<file path="config.mk">
export PLATFORM = sky130hd
export DESIGN_NAME = melody_output_scheduler
export DESIGN_NICKNAME = d
export VERILOG_FILES = /design/src/rtl/melody_output_scheduler.sv
export SDC_FILE = /design/constraint.sdc
export NUM_CORES = 1
export LEC_CHECK = 0
export BUFFER_PORTS_ARGS = -buffer_cell sky130_fd_sc_hd__buf_2
export CORE_ASPECT_RATIO = 1.5
export CORE_MARGIN = 4
export CORE_UTILIZATION = 51
export CTS_CLUSTER_SIZE = 28
export DETAILED_ROUTE_END_ITERATION = 16
export GPL_TIMING_DRIVEN = 0
export PLACE_DENSITY_LB_ADDON = 0.08
export SKIP_LAST_GASP = 1
export SLEW_MARGIN = 10
export SYNTH_ARGS = -nofsm -noshare
export SYNTH_HDL_FRONTEND = slang
export SYNTH_SLANG_ARGS = --single-unit
</file>
<file path="constraint.sdc">
create_clock -name clk -period 2.2 [get_ports clk]
set_input_delay 0.11 -clock clk [delete_from_list [all_inputs] [get_ports clk]]
set_output_delay 0.11 -clock clk [all_outputs]
set_load 0.01 [all_outputs]
</file>
<file path="src/rtl/melody_output_scheduler.sv">
// Melody playback sequencer and keypad-echo arbiter for the shared piezo/LED outputs.
// Optional REVERSE_PLAY_EN adds a play_rev input for descending playback.
module melody_output_scheduler #(
    parameter int unsigned TICK_DIV       = 5_000_000,
    parameter int unsigned NOTE_ON_TICKS  = 2,
    parameter int unsigned NOTE_GAP_TICKS = 2
) (
    input  logic        clk,
    input  logic        reset,
    input  logic [31:0] pattern,
    input  logic [3:0]  play_len,
    input  logic        play_req,
`ifdef REVERSE_PLAY_EN
    input  logic        play_rev,
`endif
    output logic        play_busy,
    output logic        play_done,
    input  logic        key_valid,
    input  logic [3:0]  key_code,
    input  logic        key_release,
    output logic        key_accept,
    output logic [3:0]  tone_out,
    output logic [3:0]  led_out
);

    localparam int unsigned MAX_TICKS = (NOTE_ON_TICKS > NOTE_GAP_TICKS) ? NOTE_ON_TICKS : NOTE_GAP_TICKS;
    localparam int unsigned DIV_W     = $clog2(TICK_DIV);
    localparam int unsigned TICK_W    = (MAX_TICKS > 1) ? $clog2(MAX_TICKS) : 1;

    localparam logic [1:0] S_IDLE     = 2'd0;
    localparam logic [1:0] S_KEY_ECHO = 2'd1;
    localparam logic [1:0] S_NOTE_ON  = 2'd2;
    localparam logic [1:0] S_NOTE_GAP = 2'd3;

    logic [1:0]        state_q, state_d;
    logic [DIV_W-1:0]  div_q, div_d;
    logic [TICK_W-1:0] tick_q, tick_d;
    logic [2:0]        idx_q, idx_d;
    logic [2:0]        len_q, len_d;
    logic [7:0][2:0]   notes_q, notes_d;
    logic              pend_q, pend_d;
    logic [3:0]        tone_q, tone_d;
    logic              busy_q, busy_d;
    logic              done_q, done_d;
    logic              acc_q, acc_d;

    logic [2:0] len_in_c, start_idx_c, next_idx_c;
    logic       start_rev_c, dir_rev_c, last_c, div_wrap_c, phase_end_c;
    logic       unused_pat_c;

    // Bit 3 of each pattern nibble is not part of the note code.
    assign unused_pat_c = ^{pattern[31], pattern[27], pattern[23], pattern[19],
                            pattern[15], pattern[11], pattern[7], pattern[3]};

`ifdef REVERSE_PLAY_EN
    logic rev_q, rev_d, rpend_q, rpend_d;

    assign start_rev_c = pend_q ? rpend_q : play_rev;
    assign dir_rev_c   = rev_q;

    always_comb begin
        rev_d   = rev_q;
        rpend_d = rpend_q;
        if (state_q == S_IDLE && (play_req || pend_q)) rev_d = start_rev_c;
        if (state_q == S_KEY_ECHO && play_req)         rpend_d = play_rev;
    end

    always_ff @(posedge clk or posedge reset) begin
        if (reset) begin
            rev_q   <= 1'b0;
            rpend_q <= 1'b0;
        end else begin
            rev_q   <= rev_d;
            rpend_q <= rpend_d;
        end
    end
`else
    assign start_rev_c = 1'b0;
    assign dir_rev_c   = 1'b0;
`endif

    assign len_in_c    = (play_len > 4'd7) ? 3'd7 : play_len[2:0];
    assign start_idx_c = start_rev_c ? len_in_c : 3'd0;
    assign next_idx_c  = dir_rev_c ? (idx_q - 3'd1) : (idx_q + 3'd1);
    assign last_c      = (idx_q == (dir_rev_c ? 3'd0 : len_q));
    assign div_wrap_c  = (div_q == DIV_W'(TICK_DIV - 1));
    assign phase_end_c = div_wrap_c &&
                         (tick_q == ((state_q == S_NOTE_ON) ? TICK_W'(NOTE_ON_TICKS - 1)
                                                            : TICK_W'(NOTE_GAP_TICKS - 1)));

    // Next-state and registered-output logic.
    always_comb begin
        state_d = state_q;
        div_d   = '0;
        tick_d  = '0;
        idx_d   = idx_q;
        len_d   = len_q;
        notes_d = notes_q;
        pend_d  = pend_q;
        tone_d  = tone_q;
        busy_d  = busy_q;
        done_d  = 1'b0;
        acc_d   = 1'b0;

        if (state_q == S_NOTE_ON || state_q == S_NOTE_GAP) begin
            div_d  = div_wrap_c ? '0 : div_q + DIV_W'(1);
            tick_d = div_wrap_c ? tick_q + TICK_W'(1) : tick_q;
            if (phase_end_c) begin
                div_d  = '0;
                tick_d = '0;
            end
        end

        case (state_q)
            S_IDLE: begin
                if (play_req || pend_q) begin
                    for (int i = 0; i < 8; i++) notes_d[i] = pattern[4*i +: 3];
                    len_d   = len_in_c;
                    idx_d   = start_idx_c;
                    tone_d  = {1'b0, pattern[{start_idx_c, 2'b00} +: 3]};
                    busy_d  = 1'b1;
                    pend_d  = 1'b0;
                    state_d = S_NOTE_ON;
                end else if (key_valid) begin
                    acc_d = 1'b1;
                    if (key_release) begin
                        tone_d = 4'd0;
                    end else begin
                        tone_d  = key_code;
                        state_d = S_KEY_ECHO;
                    end
                end
            end
            S_KEY_ECHO: begin
                if (play_req) pend_d = 1'b1;
                if (key_valid) begin
                    acc_d  = 1'b1;
                    tone_d = key_code;
                end
                if (key_release) begin
                    tone_d  = 4'd0;
                    state_d = S_IDLE;
                end
            end
            S_NOTE_ON: begin
                if (phase_end_c) begin
                    tone_d  = 4'd0;
                    state_d = S_NOTE_GAP;
                end
            end
            default: begin
                if (phase_end_c) begin
                    if (last_c) begin
                        busy_d  = 1'b0;
                        done_d  = 1'b1;
                        state_d = S_IDLE;
                    end else begin
                        idx_d   = next_idx_c;
                        tone_d  = {1'b0, notes_q[next_idx_c]};
                        state_d = S_NOTE_ON;
                    end
                end
            end
        endcase
    end

    always_ff @(posedge clk or posedge reset) begin
        if (reset) begin
            state_q <= S_IDLE;
            div_q   <= '0;
            tick_q  <= '0;
            idx_q   <= 3'd0;
            len_q   <= 3'd0;
            notes_q <= '0;
            pend_q  <= 1'b0;
            tone_q  <= 4'd0;
            busy_q  <= 1'b0;
            done_q  <= 1'b0;
            acc_q   <= 1'b0;
        end else begin
            state_q <= state_d;
            div_q   <= div_d;
            tick_q  <= tick_d;
            idx_q   <= idx_d;
            len_q   <= len_d;
            notes_q <= notes_d;
            pend_q  <= pend_d;
            tone_q  <= tone_d;
            busy_q  <= busy_d;
            done_q  <= done_d;
            acc_q   <= acc_d;
        end
    end

    assign tone_out   = tone_q;
    assign led_out    = tone_q;
    assign play_busy  = busy_q;
    assign play_done  = done_q;
    assign key_accept = acc_q;

endmodule

</file>
==> results.sh, run 1 <==
export IMPL_worstSetupStartpointType="flip-flop"
export IMPL_slew_viol_final=0
export IMPL_ys_flop_type="dfrtp_1"
export IMPL_synth_top_family_by_area="simple AND/OR/NAND/NOR gates"
export IMPL_crit_buf_inv=0
export IMPL_rows=35
export IMPL_yosysTopAreaCellShare=0.4865
export IMPL_path_class="flip-flop to flip-flop"
export IMPL_max_slew_margin_rel=0.4857
export IMPL_setup_viol=0
export IMPL_syn_area_um2=3292
export IMPL_detail_route_antenna_nets=0
export IMPL_power_density_nw_per_um2=583.8
export IMPL_yosys_top_cells_area="dfrtp_1 (49%), nand2_1 (10%), mux4_2 (4.1%), xor2_1 (3.7%), nor2_1 (3.5%)"
export IMPL_synth_seq_cells=64
export IMPL_finalCriticalPeriod_ns=2.112
export IMPL_viasPerCell=5.273
export IMPL_syn_nets=384
export IMPL_critPathSlowestCell="mux4_2"
export IMPL_grt_pass1_wl_um=12750
export IMPL_status="complete, no violations"
export IMPL_dieWidth_um=73.60
export IMPL_synth_simple_area_share=0.2360
export IMPL_power_leakage_nw=1.985
export IMPL_hold_ws_ns=0.003232
export IMPL_dieArea_um2=7831
export IMPL_root_buffer="clkbuf_8"
export IMPL_htree_levels=3
export IMPL_synth_compound_area_frac=0.06081
export IMPL_grt_max_degree=65
export IMPL_die_h_um=106.4
export IMPL_clockBufferDepth=2
export IMPL_critical_path_max_fanout=4
export IMPL_critPathTopFamily="multiplexers"
export IMPL_skew_ns=0.009758
export IMPL_syn2layout_area_growth_pct=26.61
export IMPL_gp_congestion=0.8488
export IMPL_arrival_ns=2.35
export IMPL_drtIter0Drc=120
export IMPL_fin_tns_setup_ns=0
export IMPL_insertedDiodeCount=0
export IMPL_netlist_instances=332
export IMPL_grt_total_usage=0.2145
export IMPL_holdCritPathClass="input pin to flip-flop"
export IMPL_start_util=0.5294
export IMPL_overflow=0
export IMPL_wl_per_cell_um=15.18
export IMPL_drt_pass1_iter_count=5
export IMPL_post_route_cell_area_um2=4168
export IMPL_cts_reportedPaths_clkPinSlew_ns=0.07
export IMPL_core_area_um2=6218
export IMPL_antenna_found_initial=0
export IMPL_layout_nets=472
export IMPL_yosys_area_top_type="dfrtp_1"
export IMPL_synth_xor_area_frac=0.07146
export IMPL_vias=2626
export IMPL_fin_crit_sh=0.9599
export IMPL_ios=56
export IMPL_ir_drop_mv=0.4908
export IMPL_dpl_hpwl_um=5384
export IMPL_hold_viol_final=0
export IMPL_io_buffers=47
export IMPL_critPathMaxStageDelay_ns=0.52
export IMPL_cts_sinks=64
export IMPL_dpl_cell_area_um2=3622
export IMPL_wirelength_um=7558
export IMPL_drv_cap=0
export IMPL_synth_cell_types=48
export IMPL_critPathCaptureType="flip-flop"
export IMPL_clock_latency_ns=0.35
export IMPL_synth_edf_count=0
export IMPL_max_freq_mhz=473.5
export IMPL_synth_adder_area_share=0.02661
export IMPL_synth_warnings=0
export IMPL_cts_made_buffers=9
export IMPL_path_cells="ha_2 > xor2_4 > mux4_2 > mux2i_1 > a21oi_1 > mux2_2"
export IMPL_grt_pass1_vias=2763
export IMPL_fillCellCount=500
export IMPL_drc=0
export IMPL_async_flop_share=1.000
export IMPL_worst_slew_pin_slew_ns=0.7715
export IMPL_critPathRequiredTime_ns=2.44
export IMPL_synth_yosys_seq_area_share=0.4865
export IMPL_drive_gt1_frac=0.2358
export IMPL_cts_tree="built"
export IMPL_synth_mux_area_fraction=0.07754
export IMPL_avgSynthCellArea_um2=9.915
synthesized netlist by cell type, types with 2 or more instances:
| cell type | number |
|---|---|
| nand2_1 | 88 |
| dfrtp_1 | 64 |
| nor2_1 | 31 |
| xor2_1 | 14 |
| xnor2_1 | 11 |
| o21ai_0 | 10 |
| nand3_1 | 9 |
| inv_1 | 8 |
| ha_1 | 7 |
| nand4_1 | 7 |
| clkbuf_1 | 6 |
| mux2i_1 | 6 |
| mux4_2 | 6 |
| buf_4 | 4 |
| nor3_1 | 4 |
| nor4_1 | 4 |
| o21bai_1 | 4 |
| a21oi_1 | 3 |
| a221oi_1 | 3 |
| and3_1 | 3 |
| buf_6 | 3 |
| nand2b_1 | 3 |
| a22o_1 | 2 |
| buf_2 | 2 |
| mux2_1 | 2 |
| mux2_2 | 2 |
| nand4b_1 | 2 |
| nor3b_1 | 2 |
| o21a_1 | 2 |
| o41ai_1 | 2 |
kinds of logic (layout without fill, tap and decap cells):
kind of cell               after synthesis  after routing
and+or+nand+nor                        164            164
DFF                                     64             64
AOI/OAI and AO/OA                       29             29
xor gates and xnor gates                26             26
buffers and inverters                   25            117
muxes                                   17             17
adders and majority gates                7              7
per-layer routing:
metal,track usage,share of wire
met1,0.2371,0.38
met2,0.3858,0.57
met3,0.03974,0.028
met4,0.09456,0.023
met5,0,0
per-stage QoR:
step | utilization | std cells | total power (W) | setup WS [ns]
after floorplan | - | 332 | 0.001296 | 0.1732
after global placement | 0.5821 | 453 | 0.001350 | -0.3524
after detailed placement | 0.5825 | 453 | 0.001354 | -0.1426
after CTS | 0.6588 | 493 | 0.002444 | -0.06199
after global routing | 0.6702 | 498 | 0.002519 | -0.03692
final | 0.6702 | 498 | 0.002433 | 0.08821
final timing paths:
path	cells past startpoint	end	slack, ns	start
worst min register to register	2	notes_q[18]	0.47	notes_q[18]
worst max-delay path	6	led_out[1]	0.09	idx_q[1]
worst min-delay path	3	notes_q[1]	0.003	pattern[1]
worst max register to register	6	led_out[1]	0.09	idx_q[1]
min in group asynchronous	3	div_q[20]	0.46	reset
max in group asynchronous	3	notes_q[3]	1.24	reset
cell type report:
cell class | instances | area [um^2] | share of cell area
well taps | 74 | 92.59 | 0.02222
clock buffers | 11 | 131.4 | 0.03152
flip-flops and latches | 64 | 1602 | 0.3843
multi-input cells | 243 | 1597 | 0.3831
clock inverters | 4 | 70.07 | 0.01681
repair buffers | 78 | 535.5 | 0.1285
plain buffers | 16 | 107.6 | 0.02582
inverters | 8 | 32.53 | 0.007805
placed cells by master (no fill, tap or decap), types with 3 or more instances in the layout:
cell type	n
nand2_1	88
dfrtp_1	64
buf_2	48
nor2_1	31
dlygate4sd3_1	27
xor2_1	14
xnor2_1	11
nand3_1	9
o21ai_0	9
clkbuf_8	9
buf_4	8
nand4_1	7
inv_1	7
mux2i_1	6
mux4_2	6
clkbuf_1	5
ha_1	5
clkbuf_2	4
nor4_1	4
o21bai_1	4
nor3_1	4
buf_6	3
nand2b_1	3
and3_1	3
a21oi_1	3
power by group:
part	total, W	internal (W)	switching (W)
registers	0.00122	0.00120	0.0000162
logic	0.000147	0.0000832	0.0000641
clock network	0.00106	0.000629	0.000436
total	0.00243	0.00192	0.000516
registers in the layout, indices dropped and copies added (netlist names):
| name | flops |
|---|---|
| len_q | 3 |
| div_q | 23 |
| tick_q | 1 |
| play_busy | 1 |
| key_accept | 1 |
| pend_q | 1 |
| notes_q | 24 |
| led_out | 4 |
| idx_q | 3 |
| play_done | 1 |
| state_q | 2 |
what timing repair did:
item,4_1_cts,5_1_grt
pin swaps,0,2
hold buffers,26,1
endpoints found under the hold margin,89,1
setup buffers,0,4
gates resized for setup,2,13
setup endpoints to repair,4,41
worst register-to-register path: stages, from the launching register on:
cell and delay [ns]:
dfrtp_1 0.39, ha_2 0.26, xor2_4 0.24, mux4_2 0.52, mux2i_1 0.21, a21oi_1 0.11, mux2_2 0.28
Power figures use the tool's default switching activity.
==> run 2, diff against run 1 <==
PLACE_DENSITY = 0.81   (was default)
PLACE_DENSITY_LB_ADDON = default   (was 0.08)
==> run 2 against run 1 <==
Against the previous run: clock skew up 0.00085 ns; sequential cell count stayed put; fmax shrank 0.31%; core utilization up 0.87 points; clock power grew 7%; design area is 1.3% higher.
==> results.sh, run 2 (synthesis results as in run 1) <==
export IMPL_status="complete, no violations"
export IMPL_max_freq_mhz=472.1
export IMPL_cts_tree="built"
export IMPL_worstSetupStartpointType="flip-flop"
export IMPL_holdCritPathClass="input pin to flip-flop"
export IMPL_fin_crit_sh=0.9628
export IMPL_htree_levels=3
export IMPL_finalNonFillerCells=498
export IMPL_fillCellCount=462
export IMPL_dieArea_um2=7831
export IMPL_setup_viol=0
export IMPL_overflow=0
export IMPL_grt_pass1_vias=2902
export IMPL_layout_nets=472
export IMPL_worst_slew_pin_slew_ns=0.7703
export IMPL_place_inst=453
export IMPL_hold_viol_final=0
export IMPL_wirelength_um=8300
export IMPL_path_cells="ha_4 > xor2_4 > mux4_2 > mux2i_1 > a21oi_1 > mux2_2"
export IMPL_grt_max_degree=65
export IMPL_critPathMaxStageDelay_ns=0.52
export IMPL_critPathCaptureType="flip-flop"
export IMPL_regMostFlops="notes_q"
export IMPL_cts_made_buffers=9
export IMPL_rsz0062_at_grt="true"
export IMPL_skew_ns=0.01061
export IMPL_wl_per_cell_um=16.67
export IMPL_rows=35
export IMPL_ios=56
export IMPL_gp_congestion=0.8733
export IMPL_drive_gt1_frac=0.2476
export IMPL_insertedDiodeCount=0
export IMPL_dp_slack_ns=-0.1380
export IMPL_multi_input_area_um2=1632
export IMPL_finalCriticalPeriod_ns=2.118
export IMPL_grt_pass1_wl_um=13790
export IMPL_critical_path_max_fanout=4
export IMPL_final_common_cell="nand2_1"
export IMPL_dpl_hpwl_um=5073
export IMPL_die_h_um=106.4
export IMPL_clock_latency_ns=0.34
export IMPL_start_util=0.5294
export IMPL_drt_pass1_iter_count=5
export IMPL_fin_tns_setup_ns=0
export IMPL_hold_ws_ns=0.01404
export IMPL_slew_viol_final=0
export IMPL_detail_route_antenna_nets=0
export IMPL_drtIter0Drc=134
export IMPL_ir_drop_mv=0.5939
export IMPL_arrival_ns=2.34
export IMPL_core_area_um2=6218
export IMPL_setup_ws_ns=0.08173
export IMPL_viasPerCell=5.687
export IMPL_grt_total_usage=0.2255
export IMPL_clockBufferDepth=2
export IMPL_regArea_um2=1602
export IMPL_path_class="flip-flop to flip-flop"
export IMPL_power_density_nw_per_um2=592.8
export IMPL_cts_reportedPaths_clkPinSlew_ns=0.07
export IMPL_drc=0
export IMPL_critPathSlowestCell="mux4_2"
export IMPL_cts_sinks=64
export IMPL_drv_cap=0
export IMPL_antenna_found_initial=0
export IMPL_layout_common_cells="nand2_1 (88), dfrtp_1 (64), buf_2 (47)"
export IMPL_vias=2832
export IMPL_power_leakage_nw=2.006
export IMPL_max_slew_margin_rel=0.4864
export IMPL_io_buffers=47
export IMPL_critPathRequiredTime_ns=2.42
export IMPL_largest_reg_flops=24
export IMPL_dieWidth_um=73.60
export IMPL_syn2layout_area_growth_pct=28.24
export IMPL_root_buffer="clkbuf_8"
## run 2: per-stage QoR
step,instance area (um^2),total power [W],util
global placement,3620,0.001347,0.5821
global route,4222,0.002589,0.6789
floorplan,3292,0.001296,-
CTS,4123,0.002506,0.6630
detailed placement,3622,0.001353,0.5825
finish,4222,0.002503,0.6789
## run 2: cell type report
class / instances / share of cell area
clock buffers: 12 / 0.03675
plain buffers: 16 / 0.02608
repair buffers: 78 / 0.1263
inverters: 8 / 0.007706
clock inverters: 3 / 0.01541
flip-flops and latches: 64 / 0.3794
multi-input cells: 243 / 0.3865
well taps: 74 / 0.02193
## run 2: layer usage
layer	vias to the layer above	GRT usage	routed length [um]
li1	1293	-	-
met1	1391	0.2560	3006
met2	128	0.3921	4628
met3	20	0.06149	491
met4	0	0.08549	173
met5	-	0	0
## run 2: where the power goes
group / leakage, nW / internal, W / switching (W)
clock network: 0.112 / 0.000693 / 0.000434
logic: 1.09 / 0.0000824 / 0.0000706
registers: 0.800 / 0.00120 / 0.0000180
total: 2.01 / 0.00198 / 0.000523
## run 2: worst paths after layout
check	cells after the start	slack, ns	end	start
max in group asynchronous	3	1.23	notes_q[23]	reset
worst min register to register	2	0.48	notes_q[1]	notes_q[1]
min in group asynchronous	3	0.45	len_q[1]	reset
worst max-delay path	6	0.08	led_out[1]	idx_q[1]
worst max register to register	6	0.08	led_out[1]	idx_q[1]
worst min-delay path	3	0.01	len_q[2]	play_len[3]
## run 2: worst max-delay path: cells and delay by family, from the launching register on
| kind | cells | cell delay, ns |
|---|---|---|
| DFF | 1 | 0.45 |
| adders and majority gates | 1 | 0.21 |
| AOI/OAI and AO/OA | 1 | 0.10 |
| muxes | 3 | 1.01 |
| xor gates and xnor gates | 1 | 0.23 |
## run 2: timing repair
| item | 4_1_cts | 5_1_grt |
|---|---|---|
| gates resized for setup | 2 | 19 |
| hold endpoints to repair | 89 | 0 |
| setup buffers | 1 | 4 |
| pin swaps | 0 | 2 |
| hold buffers | 26 | 0 |
| setup endpoints to repair | 4 | 41 |
==> run 3, diff against run 2 <==
CAP_MARGIN = 40   (was default)
SETUP_SLACK_MARGIN = 0.2   (was default)
==> run 3 against run 2 <==
Against the previous run: cell count is 2.2% higher; hold slack improved by 0.0054 ns; non-clock buffer count is 10 higher; clock power fell by 9.7%; sequential cell count stayed put; global-route usage decreased by 0.11 points; first-iteration DRC count shrank 7.5%; clock skew shrank 0.0019 ns.
==> results.sh, run 3 (synthesis results as in run 1) <==
export IMPL_status="complete, no violations"
export IMPL_drc=0
export IMPL_layout_common_cells="nand2_1 (88), dfrtp_1 (64), buf_2 (49)"
export IMPL_slew_viol_final=0
export IMPL_syn2layout_area_growth_pct=31.58
export IMPL_finalCriticalPeriod_ns=2.105
export IMPL_cts_sinks=64
export IMPL_critPathRequiredTime_ns=2.43
export IMPL_critPathCaptureType="flip-flop"
export IMPL_worst_slew_pin_slew_ns=0.7723
export IMPL_overflow=0
export IMPL_finalNonFillerCells=509
export IMPL_root_buffer="clkbuf_8"
export IMPL_dieWidth_um=73.60
export IMPL_switching_share=0.2195
export IMPL_grt_pass1_vias=2980
export IMPL_path_class="flip-flop to flip-flop"
export IMPL_max_freq_mhz=475.1
export IMPL_place_inst=453
export IMPL_io_buffers=47
export IMPL_dpl_hpwl_um=5023
export IMPL_start_util=0.5294
export IMPL_worstSetupStartpointType="flip-flop"
export IMPL_setup_viol=0
export IMPL_final_common_cell="nand2_1"
export IMPL_grt_pass1_wl_um=13490
export IMPL_max_slew_margin_rel=0.4851
export IMPL_design_power_total_w=0.002398
export IMPL_gp_congestion=0.8473
export IMPL_cts_reportedPaths_clkPinSlew_ns=0.07
export IMPL_grt_total_usage=0.2244
export IMPL_vias=2806
export IMPL_viasPerCell=5.513
export IMPL_rsz0062_at_grt="true"
export IMPL_power_switching_w=0.0005264
export IMPL_die_h_um=106.4
export IMPL_arrival_ns=2.33
export IMPL_critical_path_max_fanout=4
export IMPL_hold_ws_ns=0.01948
export IMPL_ir_drop_mv=0.3992
export IMPL_detail_route_antenna_nets=0
export IMPL_layout_nets=482
export IMPL_combPwrFrac=0.064
export IMPL_grt_max_degree=65
export IMPL_dieArea_um2=7831
export IMPL_skew_ns=0.008724
export IMPL_antenna_found_initial=0
export IMPL_fin_tns_setup_ns=0
export IMPL_drive_gt1_frac=0.2805
export IMPL_dp_slack_ns=-0.07183
export IMPL_setup_ws_ns=0.09525
export IMPL_largest_reg_flops=24
export IMPL_clockBufferDepth=2
export IMPL_drtIter0Drc=124
export IMPL_hold_viol_final=0
export IMPL_holdCritPathClass="input pin to flip-flop"
export IMPL_drt_pass1_iter_count=4
export IMPL_power_frac_seq=0.510
export IMPL_fin_crit_sh=0.9567
export IMPL_clock_latency_ns=0.34
export IMPL_ios=56
export IMPL_p_int_w=0.001871
export IMPL_regMostFlops="notes_q"
export IMPL_power_leakage_nw=2.038
export IMPL_drv_cap=0
export IMPL_core_area_um2=6218
export IMPL_cts_made_buffers=9
export IMPL_insertedDiodeCount=0
export IMPL_rows=35
export IMPL_power_density_nw_per_um2=553.5
export IMPL_htree_levels=3
export IMPL_wirelength_um=8192
export IMPL_p_clk_frac=0.426
export IMPL_wl_per_cell_um=16.09
export IMPL_cts_tree="built"
==> run 3: changes by cell type in the layout (fill, tap and decap cells not counted), sizes merged <==
cell	before	now
buf	59	73
clkbuf	21	18
bufinv	2	1
clkinv	1	2
==> run 3: repair_timing <==
action | 4_1_cts | 5_1_grt
gates resized for setup | 12 | 20
pin swaps | 7 | 9
hold buffers | 26 | 0
buffers inserted | 8 | 6
hold endpoints to repair | 89 | 0
setup endpoints to repair | 40 | 54
==> run 3: final timing paths <==
check                           slack (ns)         from         end  cells past startpoint
worst max-delay path                   0.1     idx_q[0]  led_out[1]                      6
worst min-delay path                  0.02  play_len[2]    len_q[2]                      3
worst max register to register         0.1     idx_q[0]  led_out[1]                      6
worst min register to register        0.48   notes_q[8]  notes_q[8]                      2
max in group asynchronous             1.22        reset    div_q[0]                      3
min in group asynchronous             0.46        reset   div_q[17]                      3
==> run 3: routing by layer <==
layer,vias to the layer above,track usage,share of wire
met4,0,0.1231,0.045
met2,94,0.4067,0.57
li1,1313,-,-
met3,33,0.04920,0.045
met1,1366,0.2285,0.34
met5,-,0,0
==> run 3: per-stage QoR <==
| step | area (um^2) | utilization |
|---|---|---|
| finish | 4332 | 0.6966 |
| global route | 4332 | 0.6966 |
| CTS | 4213 | 0.6775 |
| detailed placement | 3635 | 0.5845 |
| global placement | 3632 | 0.5841 |
| floorplan | 3304 | - |
==> run 3: area by class of cell <==
class                   count  area [um^2]
plain buffers              17        115.1
clock buffers              13        158.9
clock inverters             3        40.04
fillers                   453         1887
inverters                   8        32.53
multi-input cells         243         1690
flip-flops and latches     64         1602
well taps                  74        92.59
repair buffers             87        600.6
==> run 3: worst max-delay path, stage by stage (launching register included) <==
cell	delay (ns)
dfrtp_1	0.41
ha_4	0.19
xor2_4	0.24
mux4_2	0.59
mux2i_4	0.20
a21oi_2	0.09
mux2_4	0.27
==> run 3: power by group through the flow <==
stage,sequential [W],clock (W),combinational [W]
2_1_floorplan,0.00124,0,0.0000568
3_3_place_gp,0.00124,0,0.000106
3_5_place_dp,0.00124,0,0.000109
4_1_cts,0.00122,0.00103,0.000147
5_1_grt,0.00122,0.00108,0.000172
6_report,0.00122,0.00102,0.000155
